**src/rtl/spi_slave.sv**
```systemverilog
// -----------------------------------------------------------------------------
// spi_slave
//
// Mode-0 (CPOL=0, CPHA=0), MSB-first, byte-oriented SPI responder. All SPI pins
// are oversampled in the clk domain. The user side has a single-entry TX
// holding register (valid/ready) and a one-cycle RX byte strobe.
//
// Parameters
//   SYNC_STAGES  flops per input synchroniser (2 or 3)
//   IDLE_BYTE    byte shifted out when the holding register is empty at a
//                byte boundary
//
// Ports
//   clk          system clock (only clock)
//   reset        synchronous, active-high reset
//   s_clk        SPI clock from master (asynchronous)
//   s_csn        SPI chip select, active low (asynchronous)
//   s_mosi       master-out data (asynchronous)
//   s_miso       slave-out data (registered)
//   tx_data      next byte to transmit
//   tx_valid     tx_data valid; accepted when tx_valid && tx_ready
//   tx_ready     holding register empty
//   rx_data      last fully received byte
//   rx_valid     one-cycle pulse, rx_data just updated
//   tx_underrun  one-cycle pulse, IDLE_BYTE loaded because holding reg empty
//   cs_active    synchronised, inverted s_csn
// -----------------------------------------------------------------------------
module spi_slave #(
  parameter int unsigned SYNC_STAGES = 2,
  parameter logic [7:0]  IDLE_BYTE   = 8'h00
) (
  input  logic       clk,
  input  logic       reset,
  input  logic       s_clk,
  input  logic       s_csn,
  input  logic       s_mosi,
  output logic       s_miso,
  input  logic [7:0] tx_data,
  input  logic       tx_valid,
  output logic       tx_ready,
  output logic [7:0] rx_data,
  output logic       rx_valid,
  output logic       tx_underrun,
  output logic       cs_active
);

  typedef enum logic [0:0] {
    ST_IDLE   = 1'b0,
    ST_ACTIVE = 1'b1
  } state_e;

  // Input synchronisers
  logic [SYNC_STAGES-1:0] sclk_sync_q;
  logic [SYNC_STAGES-1:0] csn_sync_q;
  logic [SYNC_STAGES-1:0] mosi_sync_q;

  logic sclk_s;
  logic csn_s;
  logic mosi_s;

  // Edge detection
  logic sclk_prev_q;
  logic csn_prev_q;
  logic rise_q;
  logic fall_q;
  logic cs_fall_s;

  // Protocol state
  state_e      state_q,      state_d;
  logic [2:0]  bit_cnt_q,    bit_cnt_d;
  logic [7:0]  rx_shift_q,   rx_shift_d;
  logic [7:0]  tx_shift_q,   tx_shift_d;
  logic [7:0]  hold_q,       hold_d;
  logic        full_q,       full_d;
  logic        byte_done_q,  byte_done_d;
  logic [7:0]  rx_data_q,    rx_data_d;
  logic        rx_valid_q,   rx_valid_d;
  logic        underrun_q,   underrun_d;
  logic        miso_q,       miso_d;
  logic        cs_active_q,  cs_active_d;
  logic        tx_ready_q,   tx_ready_d;

  logic        load_s;
  logic        write_s;

  // Shift each asynchronous SPI pin through its synchroniser chain.
  // s_csn resets to 1 (deselected), s_clk/s_mosi reset to 0.
  always_ff @(posedge clk) begin
    if (reset) begin
      sclk_sync_q <= '0;
      csn_sync_q  <= '1;
      mosi_sync_q <= '0;
    end else begin
      sclk_sync_q <= {sclk_sync_q[SYNC_STAGES-2:0], s_clk};
      csn_sync_q  <= {csn_sync_q[SYNC_STAGES-2:0],  s_csn};
      mosi_sync_q <= {mosi_sync_q[SYNC_STAGES-2:0], s_mosi};
    end
  end

  assign sclk_s = sclk_sync_q[SYNC_STAGES-1];
  assign csn_s  = csn_sync_q[SYNC_STAGES-1];
  assign mosi_s = mosi_sync_q[SYNC_STAGES-1];

  // Select is detected from the live synchronised level; the s_clk edges are
  // registered once more, which puts rx_valid SYNC_STAGES+1 cycles after the
  // first sample of the 8th high s_clk.
  assign cs_fall_s = ~csn_s & csn_prev_q;

  // Previous-value registers and registered s_clk edge strobes.
  always_ff @(posedge clk) begin
    if (reset) begin
      sclk_prev_q <= 1'b0;
      csn_prev_q  <= 1'b1;
      rise_q      <= 1'b0;
      fall_q      <= 1'b0;
    end else begin
      sclk_prev_q <= sclk_s;
      csn_prev_q  <= csn_s;
      rise_q      <= sclk_s & ~sclk_prev_q;
      fall_q      <= ~sclk_s & sclk_prev_q;
    end
  end

  assign write_s = tx_valid & tx_ready_q;

  // Next-state logic: IDLE/ACTIVE FSM, shift registers, holding register.
  always_comb begin
    state_d     = state_q;
    bit_cnt_d   = bit_cnt_q;
    rx_shift_d  = rx_shift_q;
    tx_shift_d  = tx_shift_q;
    hold_d      = hold_q;
    full_d      = full_q;
    byte_done_d = byte_done_q;
    rx_data_d   = rx_data_q;
    rx_valid_d  = 1'b0;
    underrun_d  = 1'b0;
    load_s      = 1'b0;

    case (state_q)
      ST_IDLE: begin
        if (cs_fall_s) begin
          state_d     = ST_ACTIVE;
          load_s      = 1'b1;
          bit_cnt_d   = 3'd0;
          byte_done_d = 1'b0;
        end else begin
          state_d = ST_IDLE;
        end
      end
      ST_ACTIVE: begin
        if (csn_s) begin
          // Deselect wins over a coincident edge; partial byte is dropped.
          state_d     = ST_IDLE;
          bit_cnt_d   = 3'd0;
          rx_shift_d  = 8'h00;
          byte_done_d = 1'b0;
        end else if (rise_q) begin
          rx_shift_d = {rx_shift_q[6:0], mosi_s};
          if (bit_cnt_q == 3'd7) begin
            rx_data_d   = {rx_shift_q[6:0], mosi_s};
            rx_valid_d  = 1'b1;
            bit_cnt_d   = 3'd0;
            byte_done_d = 1'b1;
          end else begin
            bit_cnt_d = bit_cnt_q + 3'd1;
          end
        end else if (fall_q) begin
          if (byte_done_q) begin
            load_s      = 1'b1;
            byte_done_d = 1'b0;
          end else begin
            tx_shift_d = {tx_shift_q[6:0], 1'b0};
          end
        end else begin
          state_d = ST_ACTIVE;
        end
      end
      default: begin
        state_d = ST_IDLE;
      end
    endcase

    // Byte-boundary load: take the holding register if full, else IDLE_BYTE.
    if (load_s) begin
      if (full_q) begin
        tx_shift_d = hold_q;
        full_d     = 1'b0;
      end else begin
        tx_shift_d = IDLE_BYTE;
        underrun_d = 1'b1;
      end
    end else begin
      underrun_d = 1'b0;
    end

    // A write only happens while empty, so it never collides with a full-load;
    // a write coinciding with an underrun load is kept for the next boundary.
    if (write_s) begin
      hold_d = tx_data;
      full_d = 1'b1;
    end else begin
      hold_d = hold_d;
    end

    tx_ready_d  = ~full_d;
    cs_active_d = ~csn_s;
    if (state_d == ST_ACTIVE) begin
      miso_d = tx_shift_d[7];
    end else begin
      miso_d = 1'b0;
    end
  end

  // State and output registers.
  always_ff @(posedge clk) begin
    if (reset) begin
      state_q     <= ST_IDLE;
      bit_cnt_q   <= 3'd0;
      rx_shift_q  <= 8'h00;
      tx_shift_q  <= 8'h00;
      hold_q      <= 8'h00;
      full_q      <= 1'b0;
      byte_done_q <= 1'b0;
      rx_data_q   <= 8'h00;
      rx_valid_q  <= 1'b0;
      underrun_q  <= 1'b0;
      miso_q      <= 1'b0;
      cs_active_q <= 1'b0;
      tx_ready_q  <= 1'b0;
    end else begin
      state_q     <= state_d;
      bit_cnt_q   <= bit_cnt_d;
      rx_shift_q  <= rx_shift_d;
      tx_shift_q  <= tx_shift_d;
      hold_q      <= hold_d;
      full_q      <= full_d;
      byte_done_q <= byte_done_d;
      rx_data_q   <= rx_data_d;
      rx_valid_q  <= rx_valid_d;
      underrun_q  <= underrun_d;
      miso_q      <= miso_d;
      cs_active_q <= cs_active_d;
      tx_ready_q  <= tx_ready_d;
    end
  end

  assign s_miso      = miso_q;
  assign tx_ready    = tx_ready_q;
  assign rx_data     = rx_data_q;
  assign rx_valid    = rx_valid_q;
  assign tx_underrun = underrun_q;
  assign cs_active   = cs_active_q;

endmodule

```
**config.mk**
```make
export PLATFORM = sky130hd
export DESIGN_NAME = spi_slave
export DESIGN_NICKNAME = d
export VERILOG_FILES = /design/src/rtl/spi_slave.sv
export SDC_FILE = /design/constraint.sdc
export NUM_CORES = 1
export LEC_CHECK = 0
export CORE_UTILIZATION = 45
export DETAILED_ROUTE_END_ITERATION = 8
export DONT_BUFFER_PORTS = 1
export MAX_ROUTING_LAYER = met4
export PLACE_DENSITY = 0.68
export SLEW_MARGIN = 20
export SYNTH_ARGS = -nofsm -noshare
export SYNTH_HDL_FRONTEND = slang
export SYNTH_SLANG_ARGS = --single-unit
```
**constraint.sdc**
```tcl
create_clock -name clk -period 3.64 [get_ports clk]
set_input_delay 0.728 -clock clk [delete_from_list [all_inputs] [get_ports clk]]
set_output_delay 0.728 -clock clk [all_outputs]
set_load 0.03 [all_outputs]
```
==> out/results.ini <==
[logic_synthesis]
syn_avg_cell_area_um2=9.274
synth_cell_types=37
synth_top_family_by_area=simple AND/OR/NAND/NOR gates
synth_fp_nets=220
muxShareOfSynthArea_pct=0.5291
synth-xor-area-share_pct=0
yosys_warnings=0
yosys_register_bits=52
syn_inst=204
synth-main-ff-cell=dfxtp_1
yosys.area_share.adder_pct=1.323
synth-simple-area-share_pct=24.54
synthArstFlopShare_pct=0
synth-edff-count=0
synth-compound-area-share_pct=15.54
synth-seq-area-share_pct=55.03
synth_area_mm2=0.001892

[final_layout]
layout_commonest_cell=dfxtp_1
most-common-layout-cells=dfxtp_1, nand2_1, a21oi_1
stdcell_count=252
layout-drive-gt1-share_pct=7.921
nets=217
antenna_cells=0
synthToLayoutAreaGrowth_pct=6.547

[sta]
fin_tns_setup_ns=0
hold_violations=0
finalSetupViolations=0
relSlewSlack_pct=65.55
fmax_mhz=612.9
skew_ns=0.008851
whs_ns=0.4043
rsz0062_at_grt=no
worstMarginPinSlew_ns=0.5161
finalCritPeriodShare_pct=44.82
slew_viol_final=0
min_period_ns=1.632

[floorplan]
rows=23
die_w_um=66.84
start_util_pct=46.96
design.core.area_mm2=0.004029
ios=27
dieArea_mm2=0.004468
die_h_um=66.84

[worst_setup_path]
end_kind=flop
required_ns=3.88
max_stage_delay_ns=0.59
cp_cell_sequence=and3b_1 -> and2_1 -> nand2_1 -> a21oi_1
worstSetupStartpointType=flop
crit_arrival_ns=1.87
cpMaxStageDelayCell=dfxtp_1
path_max_fanout=12
crit_type=flop to flop

[clock_network]
postCtsHoldBufs=0
cts_max_path_buffers=2
clk_latency_ns=0.31
cts_root_buf=clkbuf_8
clkTransAtPathRegs_ns=0.09
cts_tree=done
numCtsBuffers=5
post_cts_resized=0
clock-sinks=52
cts_max_level=2
postCtsSetupRepairBufs=0

[placement]
dp_hpwl_mm=2.079
routabilityCongestion=0.7796
dp.cells=244
port_buffers=0

[power]
pwr_density_cell_mw_per_mm2=504.7
vdd_drop_max_v=0.0002220
p_leak_nw=0.7461

[global_routing]
track_usage_pct=16.75
grt_antenna_before_repair=0
grt_max_degree=49
grt_pass1_vias=1147
grt_pass1_wl_mm=5.375
grt_remaining_overflow=0

[drt]
drt_iter0_drc=75
routed_wl_mm=3.112
ant_nets=0
num_vias=1316
wl_per_cell_um=12.35
vias_per_cell=5.222
drt_pre_antenna_iters=4
drc=0

[run]
maxCapViolCount=0

[run_status]
status=completed

[worst_hold_path]
hold_path_class=flop to flop

-- logic make-up (layout without fill, tap and decap cells) --
group,after synthesis,count (layout)
and+or+nand+nor,92,92
DFF,52,52
AOI/OAI and AO/OA,45,45
buffers and inverters,12,10
adders and majority gates,2,2
muxes,1,1
-- final cells by class --
| cell class | count | area, um2 |
|---|---|---|
| multi-input combinational | 140 | 793.3 |
| clock buffer | 5 | 68.82 |
| tap | 50 | 62.56 |
| fill | 410 | 2013 |
| sequential | 52 | 1041 |
| clock inverter | 3 | 42.54 |
| inverter | 2 | 7.507 |
-- metrics by stage --
step | total power [mW] | instance area (um2) | utilization [%] | setup WS [ns]
finish | 1.017 | 2016 | 50.03 | 2.008
global route | 1.056 | 2016 | 50.03 | 1.849
CTS | 1.035 | 2016 | 50.03 | 1.996
detailed placement | 0.6442 | 1904 | 47.27 | 2.033
global placement | 0.6428 | 1904 | 47.27 | 2.067
floorplan | 0.6437 | 1892 | - | 2.150
-- critical path, delay by kind of cell (launching register included) --
family,cells,cell delay (ns)
AND/OR/NAND/NOR,3,0.84
flip-flops,1,0.59
AO/OA/AOI/OAI,1,0.12
-- layer usage --
metal / global-route usage, % / up-vias / part of all wire [%] / wire length [um]
met5: - / - / 0 / 0
met4: 7.979 / 0 / 1.4 / 45
met3: 6.164 / 4 / 4.2 / 130
met1: 23.13 / 592 / 52 / 1625
li1: - / 696 / - / -
met2: 21.09 / 24 / 42 / 1311
-- worst paths after layout --
path / startpoint / end / slack, ns / depth (start not counted)
setup / recovery: state_q / rx_data[2] / 2.01 / 4
hold / removal: sclk_prev_q / rise_q / 0.40 / 1
setup reg to reg: state_q / rx_data[2] / 2.01 / 4
hold reg to reg: sclk_prev_q / rise_q / 0.40 / 1
-- power by group --
part           switching [mW]  total, mW  internal (mW)
logic                  0.0171     0.0326         0.0156
clock network           0.184      0.387          0.203
registers              0.0140      0.598          0.584
total                   0.215       1.02          0.802
-- registers in the layout (all words and copies together), names as in the netlist --
signal,cells
hold_q,8
rx_data,8
tx_shift_q,8
rx_shift_q,7
bit_cnt_q,3
csn_sync_q,2
mosi_sync_q,2
sclk_sync_q,2
byte_done_q,1
cs_active,1
csn_prev_q,1
fall_q,1
full_q,1
rise_q,1
rx_valid,1
s_miso,1
sclk_prev_q,1
state_q,1
tx_ready,1
tx_underrun,1
-- cells in the mapped netlist, types with 2 or more instances --
| cell | n | area [um2] |
|---|---|---|
| ha_1 | 2 | 25.02 |
| and2_1 | 3 | 18.77 |
| nand2b_1 | 3 | 18.77 |
| nand2_1 | 37 | 138.9 |
| a22oi_1 | 7 | 52.55 |
| or2_2 | 2 | 12.51 |
| nor2_1 | 19 | 71.32 |
| a221oi_1 | 6 | 52.55 |
| nor3_1 | 8 | 40.04 |
| nor4_1 | 2 | 12.51 |
| nor2b_1 | 8 | 50.05 |
| buf_4 | 3 | 22.52 |
| a21oi_1 | 22 | 110.1 |
| clkbuf_1 | 5 | 18.77 |
| dfxtp_1 | 52 | 1041 |
| nand4b_1 | 3 | 26.28 |
| inv_1 | 2 | 7.510 |
Note: power is estimated with default switching activity, not from simulation.
